<file path="config.mk">
export PLATFORM = sky130hd
export DESIGN_NAME = cpu_port_io
export DESIGN_NICKNAME = d
export VERILOG_FILES = /design/src/rtl/cpu_port_io.sv
export SDC_FILE = /design/constraint.sdc
export NUM_CORES = 1
export LEC_CHECK = 0
export ABC_AREA = 1
export CAP_MARGIN = 10
export CELL_PAD_IN_SITES_DETAIL_PLACEMENT = 1
export CELL_PAD_IN_SITES_GLOBAL_PLACEMENT = 2
export CORE_UTILIZATION = 34
export DETAILED_ROUTE_END_ITERATION = 10
export GPL_TIMING_DRIVEN = 0
export HOLD_SLACK_MARGIN = 0.15
export PLACE_DENSITY_LB_ADDON = 0.1
export SLEW_MARGIN = 5
export SYNTH_ARGS = -nofsm -noshare
export SYNTH_HDL_FRONTEND = slang
export SYNTH_SLANG_ARGS = --single-unit
</file>
<file path="constraint.sdc">
create_clock -name clk -period 2 [get_ports clk]
set_input_delay 0.4 -clock clk [delete_from_list [all_inputs] [get_ports clk]]
set_output_delay 0.4 -clock clk [all_outputs]
set_load 0.005 [all_outputs]
</file>
<file path="src/rtl/cpu_port_io.sv">
// Peripheral side of the CPU's 8-bit I/O ports. s0/s1 carry a toggle-handshake command stream into
// a TX FIFO drained by a valid/ready sink. An RX FIFO filled by a valid/ready source is read through e0/e1.
module cpu_port_io #(
   parameter int DEPTH = 8,
   parameter int AW    = 3
) (
   input  logic       clk,
   input  logic       reset,
   input  logic [7:0] s0,
   input  logic [7:0] s1,
   output logic [7:0] e0,
   output logic [7:0] e1,
   output logic [7:0] tx_data,
   output logic       tx_valid,
   input  logic       tx_ready,
   input  logic [7:0] rx_data,
   input  logic       rx_valid,
   output logic       rx_ready
);
   localparam logic [AW:0] FULL = (AW+1)'(DEPTH);

   logic [7:0]    s0_q, s1_q, s1_prev_q;
   logic [7:0]    tx_mem_q [DEPTH];
   logic [7:0]    rx_mem_q [DEPTH];
   logic [AW-1:0] tx_wp_q, tx_wp_d, tx_rp_q, tx_rp_d;
   logic [AW-1:0] rx_wp_q, rx_wp_d, rx_rp_q, rx_rp_d;
   logic [AW:0]   tx_cnt_q, tx_cnt_d, rx_cnt_q, rx_cnt_d;
   logic          tx_ack_q, tx_ack_d, rx_ack_q, rx_ack_d;
   logic          tx_ovf_q, tx_ovf_d, rx_unf_q, rx_unf_d;

   logic flush, tx_evt, rx_evt;
   logic tx_full, tx_empty, rx_full, rx_empty;
   logic tx_drain, tx_push, rx_fill, rx_pop;
   logic s1_unused;

   assign s1_unused = ^{s1_q[6:2], s1_prev_q[7:2]};

   // Flush is a level on s1[7]; while it is high, toggle events are swallowed without an ack.
   assign flush  = s1_q[7];
   assign tx_evt = (s1_q[0] ^ s1_prev_q[0]) & ~flush;
   assign rx_evt = (s1_q[1] ^ s1_prev_q[1]) & ~flush;

   assign tx_full  = (tx_cnt_q == FULL);
   assign tx_empty = (tx_cnt_q == '0);
   assign rx_full  = (rx_cnt_q == FULL);
   assign rx_empty = (rx_cnt_q == '0);

   assign tx_valid = ~tx_empty & ~flush;
   assign tx_data  = tx_valid ? tx_mem_q[tx_rp_q] : 8'h00;
   assign rx_ready = ~rx_full & ~flush;
   assign e0       = rx_empty ? 8'h00 : rx_mem_q[rx_rp_q];
   assign e1       = {rx_unf_q, tx_ovf_q, rx_empty, rx_full, tx_empty, tx_full, rx_ack_q, tx_ack_q};

   // A full TX FIFO still takes a push when the sink drains at the same edge.
   assign tx_drain = tx_valid & tx_ready;
   assign tx_push  = tx_evt & (~tx_full | tx_drain);
   assign rx_fill  = rx_valid & rx_ready;
   assign rx_pop   = rx_evt & ~rx_empty;

   always_comb begin
      tx_wp_d  = tx_wp_q + AW'(tx_push);
      tx_rp_d  = tx_rp_q + AW'(tx_drain);
      rx_wp_d  = rx_wp_q + AW'(rx_fill);
      rx_rp_d  = rx_rp_q + AW'(rx_pop);
      tx_cnt_d = tx_cnt_q + (AW+1)'(tx_push) - (AW+1)'(tx_drain);
      rx_cnt_d = rx_cnt_q + (AW+1)'(rx_fill) - (AW+1)'(rx_pop);
      tx_ack_d = tx_ack_q ^ tx_evt;
      rx_ack_d = rx_ack_q ^ rx_evt;
      tx_ovf_d = tx_ovf_q | (tx_evt & ~tx_push);
      rx_unf_d = rx_unf_q | (rx_evt & rx_empty);
      if (flush) begin
         tx_wp_d  = '0;
         tx_rp_d  = '0;
         rx_wp_d  = '0;
         rx_rp_d  = '0;
         tx_cnt_d = '0;
         rx_cnt_d = '0;
         tx_ovf_d = 1'b0;
         rx_unf_d = 1'b0;
      end
   end

   always_ff @(posedge clk) begin
      if (!reset) begin
         s0_q      <= '0;
         s1_q      <= '0;
         s1_prev_q <= '0;
         tx_wp_q   <= '0;
         tx_rp_q   <= '0;
         rx_wp_q   <= '0;
         rx_rp_q   <= '0;
         tx_cnt_q  <= '0;
         rx_cnt_q  <= '0;
         tx_ack_q  <= 1'b0;
         rx_ack_q  <= 1'b0;
         tx_ovf_q  <= 1'b0;
         rx_unf_q  <= 1'b0;
      end else begin
         s0_q      <= s0;
         s1_q      <= s1;
         s1_prev_q <= s1_q;
         tx_wp_q   <= tx_wp_d;
         tx_rp_q   <= tx_rp_d;
         rx_wp_q   <= rx_wp_d;
         rx_rp_q   <= rx_rp_d;
         tx_cnt_q  <= tx_cnt_d;
         rx_cnt_q  <= rx_cnt_d;
         tx_ack_q  <= tx_ack_d;
         rx_ack_q  <= rx_ack_d;
         tx_ovf_q  <= tx_ovf_d;
         rx_unf_q  <= rx_unf_d;
      end
   end

   // Storage carries no reset; validity is tracked solely by the counts.
   always_ff @(posedge clk) begin
      if (reset && tx_push) tx_mem_q[tx_wp_q] <= s0_q;
      if (reset && rx_fill) rx_mem_q[rx_wp_q] <= rx_data;
   end
endmodule
</file>
**After elaboration in Yosys (flattened, before gate mapping)**

Memories as Yosys holds them, arrays and structs flattened. A register that Yosys moved wholly into a read port is not among the register bits.
Cells that the tools add are included.

- Add/subtract/negate cells: 8
- Eq/ne operators: 2
- Mux-type cells: 8
- Bitwise operators: 24
- Reduce and logical (&&, ||, !) cells: 5

Operators with widths:

| cell | count |
|---|---|
| 8-bit two-way mux | 2 |
| 3-bit by 1-bit adder with 3-bit output | 4 |
| 1-bit AND | 10 |
| 4-bit by 1-bit adder with 4-bit output | 2 |
| 4-bit == test, second input constant | 2 |
| 4-bit logical NOT | 2 |
| 4-bit by 1-bit subtractor with 4-bit output | 2 |
| 1-bit inverter | 7 |
| 3-bit two-way mux | 2 |
| 1-bit two-way mux | 4 |
| 1-bit bitwise XOR | 4 |
| 1-bit OR | 3 |
| 1-bit logical AND | 2 |
| 2-bit OR reduction | 1 |

- Register bits after elaboration: 42
- RAM bits: 128
- Bits of input ports: 28
- Output and inout bits: 26
- Word-level logic and storage cells: 62
- Memories: 2

Memories:

| memory | words | width | read ports | clocked after memory_dff | write ports | line | source |
|---|---|---|---|---|---|---|---|
| rx_mem_q | 8 | 8 | 1 | 1 | 1 | 24 | `logic [7:0] rx_mem_q [DEPTH];` |
| tx_mem_q | 8 | 8 | 1 | 1 | 1 | 23 | `logic [7:0] tx_mem_q [DEPTH];` |

**Logic depth before layout (Yosys ltp)**

- Depth in word-level cells: 9
- Mapped depth: 13
- Gate-level depth less buffers: 13

**Worst setup path after synthesis**

Ideal clock, no wire load.

- Path kind: reg-to-reg
- Start: register rx_cnt_q[2]
- End: register rx_cnt_q[2]
- Library setup time: 117 ps
- Arrival time: 1,944 ps
- Slack: -61 ps
- Stages on the path, launching flop included: 12
- Path buffers: 0
- Cell sequence: dfxtp_1 > inv_1 > ha_1 > nand3_1 > inv_1 > nor2_1 > ha_1 > inv_1 > ha_1 > fa_1 > xnor2_1 > nor2_1

- Elaborated cells between the ends (all ways): 9

RTL lines:

| what | line | source |
|---|---|---|
| from (decl) | 27 | `logic [AW:0] tx_cnt_q, tx_cnt_d, rx_cnt_q, rx_cnt_d;` |
| from (signal assigned) | 107 | `rx_cnt_q <= rx_cnt_d;` |
| 4-bit logical NOT | 46 | `assign rx_empty = (rx_cnt_q == '0);` |
| net rx_empty | 32 | `logic tx_full, tx_empty, rx_full, rx_empty;` |
| 1-bit inverter | 58 | `assign rx_pop = rx_evt & ~rx_empty;` |
| 1-bit AND | 58 |  |
| 4-bit by 1-bit subtractor with 4-bit output | 66 | `rx_cnt_d = rx_cnt_q + (AW+1)'(rx_fill) - (AW+1)'(rx_pop);` |

The timed path passes the listed nets, and every way through them passes these cells.
A chain may end at the register's enable or synchronous reset.

**Worst setup path in the final report**

- Start: register tx_cnt_q[2]
- End: output port tx_data[7]

- Longest elaborated chain between the ends: 4

Ends and longest elaborated chain:

| what | line | source |
|---|---|---|
| from (decl) | 27 |  |
| from (signal assigned) | 106 | `tx_cnt_q <= tx_cnt_d;` |
| 4-bit logical NOT | 44 | `assign tx_empty = (tx_cnt_q == '0);` |
| net tx_empty | 32 |  |
| 1-bit inverter | 48 | `assign tx_valid = ~tx_empty & ~flush;` |
| 1-bit AND | 48 |  |
| 8-bit two-way mux | 49 | `assign tx_data = tx_valid ? tx_mem_q[tx_rp_q] : 8'h00;` |
| to (decl) | 13 | `output logic [7:0] tx_data,` |

The timed path passes the listed nets, and every way through them passes these cells.

==> impl_summary.log <==
INFO  metric pwr-share-comb = 0.320
INFO  metric p_int = 7180 uW
INFO  metric initial_utilization = 0.351
INFO  metric num-fill-cells = 2222
INFO  metric netSwitchingPower = around 3300 uW
INFO  metric grt_first_pass_wirelength = 30300 um
INFO  metric max_slew.worst_pin.slew = between 0.4 and 0.5 ns
INFO  metric synth_area = between 0.007 and 0.008 sq mm
INFO  metric unrepaired_setup_endpoints_after_global_routing = yes
INFO  metric syn2layout_area_growth = 36.9%
INFO  metric final.setup_skew = 0.0130 ns
INFO  metric final_period_minus_worst_setup_slack = 2.13 ns
INFO  metric post-synth-top-count-cell = sky130_fd_sc_hd__nand2_1
INFO  metric postSynth.topFlopCell = sky130_fd_sc_hd__edfxtp_1
INFO  metric syn-mean-instance-area = between 10 and 15 sq um
INFO  metric overflow = 0
INFO  metric synth.distinct_cells = 23
INFO  metric grt_antenna_before_repair = 0
INFO  metric die_width = 147 um
INFO  metric cts.htree.levels = 4
INFO  metric synth_top_area_frac = 0.536
INFO  metric tritoncts_clock_tree = yes
INFO  metric setup-violations-final = 16
INFO  metric cp.arrival = approximately 1.7 ns
INFO  metric max_clock_freq = 469 MHz
INFO  metric core-area = 0.0204 sq mm
INFO  metric drt-vias-per-instance = 4.65
INFO  metric synth.area.top_cells = sky130_fd_sc_hd__edfxtp_1 54%, sky130_fd_sc_hd__dfxtp_1 10%, sky130_fd_sc_hd__nand2_1 8.2%
INFO  metric status = finished with violations
INFO  metric die_ht = 147 um
INFO  metric final_max_slew_viol_count = 0
INFO  metric grt.total_usage = 0.188
INFO  metric drtIter0Drc = 163
INFO  metric violations_in_the_final_reports = setup timing
INFO  metric vias_in_the_first_global_route = 5675
INFO  metric routabilityCongestion = 0.741
INFO  metric hold_viol_final = 0
INFO  metric diodes = 0
INFO  metric drc = 0
INFO  metric total_power = 10500 uW
INFO  metric post-route-cell-area = 0.00981 sq mm
INFO  metric hpwlAfterDp = 12300 um
INFO  metric antenna_left = 0
INFO  metric post_route_cells_drive_above_1_share = 0.347
INFO  metric worst_ep_required_time = 1.60 ns
INFO  metric synth.net_count = approximately 760
INFO  metric setup_slack = -0.133 ns
INFO  metric synthDominantAreaCellType = sky130_fd_sc_hd__edfxtp_1
INFO  metric met3_routing_resource_usage_after_global_routing = 0.0363
INFO  metric static-leakage-power = 0.00392 uW
INFO  metric worstPathMaxFanout = 4
INFO  metric synth_common_cells = 156 x sky130_fd_sc_hd__nand2_1, 132 x sky130_fd_sc_hd__nor2_1, 128 x sky130_fd_sc_hd__edfxtp_1
INFO  metric postPlaceCellArea = 0.00801 sq mm
INFO  metric relSlewSlack = 0.670
INFO  metric power.ir.vdd_worst = about 600 uV
INFO  metric cts.sinks = ~170
INFO  metric power_per_cell_area = roughly 1100 mW/mm^2
INFO  metric groute.layer.met2.usage = 0.310
INFO  metric cp-start-kind = flop
INFO  metric clkPwrFrac = 0.303
INFO  metric clock_tree.buffer_depth = 2
INFO  metric cp-end-kind = primary output
INFO  metric max-cap-violations = 0
INFO  metric postSynthCellCount = a little over 700
INFO  metric worstSetupPathType = reg -> out
INFO  metric sw_frac_of_total = 0.318
INFO  metric power.sequential.fraction = 0.376
INFO  metric number_of_synthesized_flops_with_an_enable_pin = 128
INFO  metric total_vias_in_the_final_route = 5170
INFO  metric grt_util_met1 = 0.251
INFO  metric detailed_route_wire_length = 18700 um
INFO  metric finalNetCount = 878
INFO  metric routedWlPerCell = 16.9 um
INFO  metric port_buffers = 47
INFO  metric row_count = 52
INFO  metric global_route.peak_usage_layer = met2
INFO  metric async_reset_ff_frac = 0
INFO  metric skew_pair_late_insertion_delay = 0.43 ns
INFO  metric grt_start_max_net_pins = 19
INFO  metric layout_worst_path_cycle_share = 1.07
INFO  metric tritoncts.num_buffers = 17
INFO  metric cts_root_buffer_type = sky130_fd_sc_hd__clkbuf_16
INFO  metric overall_die_area = 0.0217 sq mm
INFO  metric ys_warnings = 0
INFO  metric clk_transition_reported_paths = 0.07 ns
INFO  metric min_path_type = in -> reg
INFO  metric length_of_the_first_detailed_routing_pass_in_iterations = 4
INFO  metric ys_seq_elements = between 150 and 200
INFO  metric ys_seq_area_frac = 0.640
INFO  metric io-pin-count = 54
[kinds of logic after synthesis]
family          Yosys count  share of synthesized area
compound gates           42                     0.0293
xor+xnor                  6                    0.00733
fa+ha+maj                21                     0.0388
buf+inv                 126                     0.0880
flops                   165                      0.640
simple gates            352                      0.197
[stage by stage]
stage | setup TNS (ns) | hold WS [ns] | instances | util | setup slack (ns)
finish | -1.63 | 0.282 | 1112 | 0.480 | -0.133
global route | -3.53 | 0.294 | 1112 | 0.480 | -0.243
CTS | -2.48 | 0.277 | 1106 | 0.469 | -0.253
detailed placement | -72.29 | 0.446 | 1030 | 0.392 | -0.824
global placement | -80.93 | 0.430 | 1029 | 0.391 | -0.852
floorplan | 0 | 0.420 | 712 | - | 0.00547
[worst paths after layout]
path	start	end	slack [ns]	depth (start not counted)
max reg2reg	tx_cnt_q[2]$_SDFF_PP0_	tx_cnt_q[2]$_SDFF_PP0_	0.02	12
min	reset	s1_q[7]$_SDFF_PN0_	0.28	3
max	tx_cnt_q[2]$_SDFF_PP0_	tx_data[7]	-0.13	10
min reg2reg	s1_q[1]$_SDFF_PN0_	s1_prev_q[1]$_SDFF_PN0_	0.46	2
[layout by cell type, fill, tap and decap left out, types with 2 or more instances in the layout]
master	synthesis	final
sky130_fd_sc_hd__nand3_1	51	27
sky130_fd_sc_hd__nand2_2	0	23
sky130_fd_sc_hd__inv_8	0	6
sky130_fd_sc_hd__dfxtp_2	0	10
sky130_fd_sc_hd__dfxtp_1	37	26
sky130_fd_sc_hd__clkdlybuf4s15_1	0	2
sky130_fd_sc_hd__buf_16	0	3
sky130_fd_sc_hd__o21ai_2	0	10
sky130_fd_sc_hd__o21ai_0	21	9
sky130_fd_sc_hd__buf_2	11	23
sky130_fd_sc_hd__nor2_4	0	24
sky130_fd_sc_hd__nand2_4	0	6
sky130_fd_sc_hd__buf_6	12	22
sky130_fd_sc_hd__inv_4	2	6
sky130_fd_sc_hd__nand2_1	156	127
sky130_fd_sc_hd__inv_1	85	75
sky130_fd_sc_hd__nand3_2	1	22
sky130_fd_sc_hd__o21ai_1	13	15
sky130_fd_sc_hd__ha_1	19	13
sky130_fd_sc_hd__buf_4	13	44
sky130_fd_sc_hd__clkinv_4	0	3
sky130_fd_sc_hd__edfxtp_1	128	128
sky130_fd_sc_hd__nor2_1	132	87
sky130_fd_sc_hd__inv_6	0	5
sky130_fd_sc_hd__nand3_4	0	3
sky130_fd_sc_hd__clkbuf_16	0	18
sky130_fd_sc_hd__clkdlybuf4s50_1	0	25
sky130_fd_sc_hd__a21oi_1	8	8
sky130_fd_sc_hd__buf_12	0	5
sky130_fd_sc_hd__clkinv_8	0	2
sky130_fd_sc_hd__buf_8	0	7
sky130_fd_sc_hd__xnor2_1	5	4
sky130_fd_sc_hd__nor2_2	2	23
sky130_fd_sc_hd__ha_4	0	5
sky130_fd_sc_hd__nor3_4	0	7
sky130_fd_sc_hd__inv_2	3	7
[layer usage]
layer	vias to the layer above	share of wire
li1	2530	-
met1	2546	0.47
met2	80	0.49
met3	14	0.031
met4	0	0.0087
met5	-	0
[registers in the layout, summed over array words and instances (netlist names), 2 cells and up]
name / count
rx_cnt_q: 4
rx_mem_q: 64
rx_rp_q: 3
rx_wp_q: 3
s0_q: 8
s1_prev_q: 2
s1_q: 3
tx_cnt_q: 4
tx_mem_q: 64
tx_rp_q: 3
tx_wp_q: 3
[final cells by class]
class                           count  area [sq um]  area share
Clock buffer                       17           425      0.0434
Timing Repair Buffer              102           963      0.0982
Multi-Input combinational cell    421          2630       0.268
Buffer                             32           329      0.0336
Clock inverter                     15           150      0.0153
Tap cell                          270           338      0.0344
Inverter                           90           373      0.0380
Sequential cell                   165          4600       0.469
[critical path, stage by stage (launching register included)]
cell	delay, ns
sky130_fd_sc_hd__dfxtp_2	0.34
sky130_fd_sc_hd__inv_4	0.05
sky130_fd_sc_hd__ha_4	0.16
sky130_fd_sc_hd__nand2_4	0.08
sky130_fd_sc_hd__inv_4	0.04
sky130_fd_sc_hd__nor2_4	0.14
sky130_fd_sc_hd__buf_12	0.13
sky130_fd_sc_hd__buf_4	0.11
sky130_fd_sc_hd__nand2_4	0.05
sky130_fd_sc_hd__nor2_2	0.09
sky130_fd_sc_hd__buf_2	0.11
[power by group through the flow]
stage,clock (uW),combinational [uW],sequential [uW]
2_1_floorplan,0,1330,3950
3_3_place_gp,0,2220,3970
3_5_place_dp,0,2290,3980
4_1_cts,3270,3230,3940
5_1_grt,3400,3730,3970
6_report,3190,3370,3960
[what timing repair did]
| item | 4_1_cts | 5_1_grt |
|---|---|---|
| setup endpoints to repair | 153 | 25 |
| buffers inserted | 39 | 11 |
| endpoints found under the hold margin | 0 | 0 |
| pin swaps | 66 | 53 |
| cloned | 5 | 1 |
| resized for setup | 262 | 73 |
| hold buffers | 0 | 0 |
No activity file was read; power rests on OpenSTA's default activity.
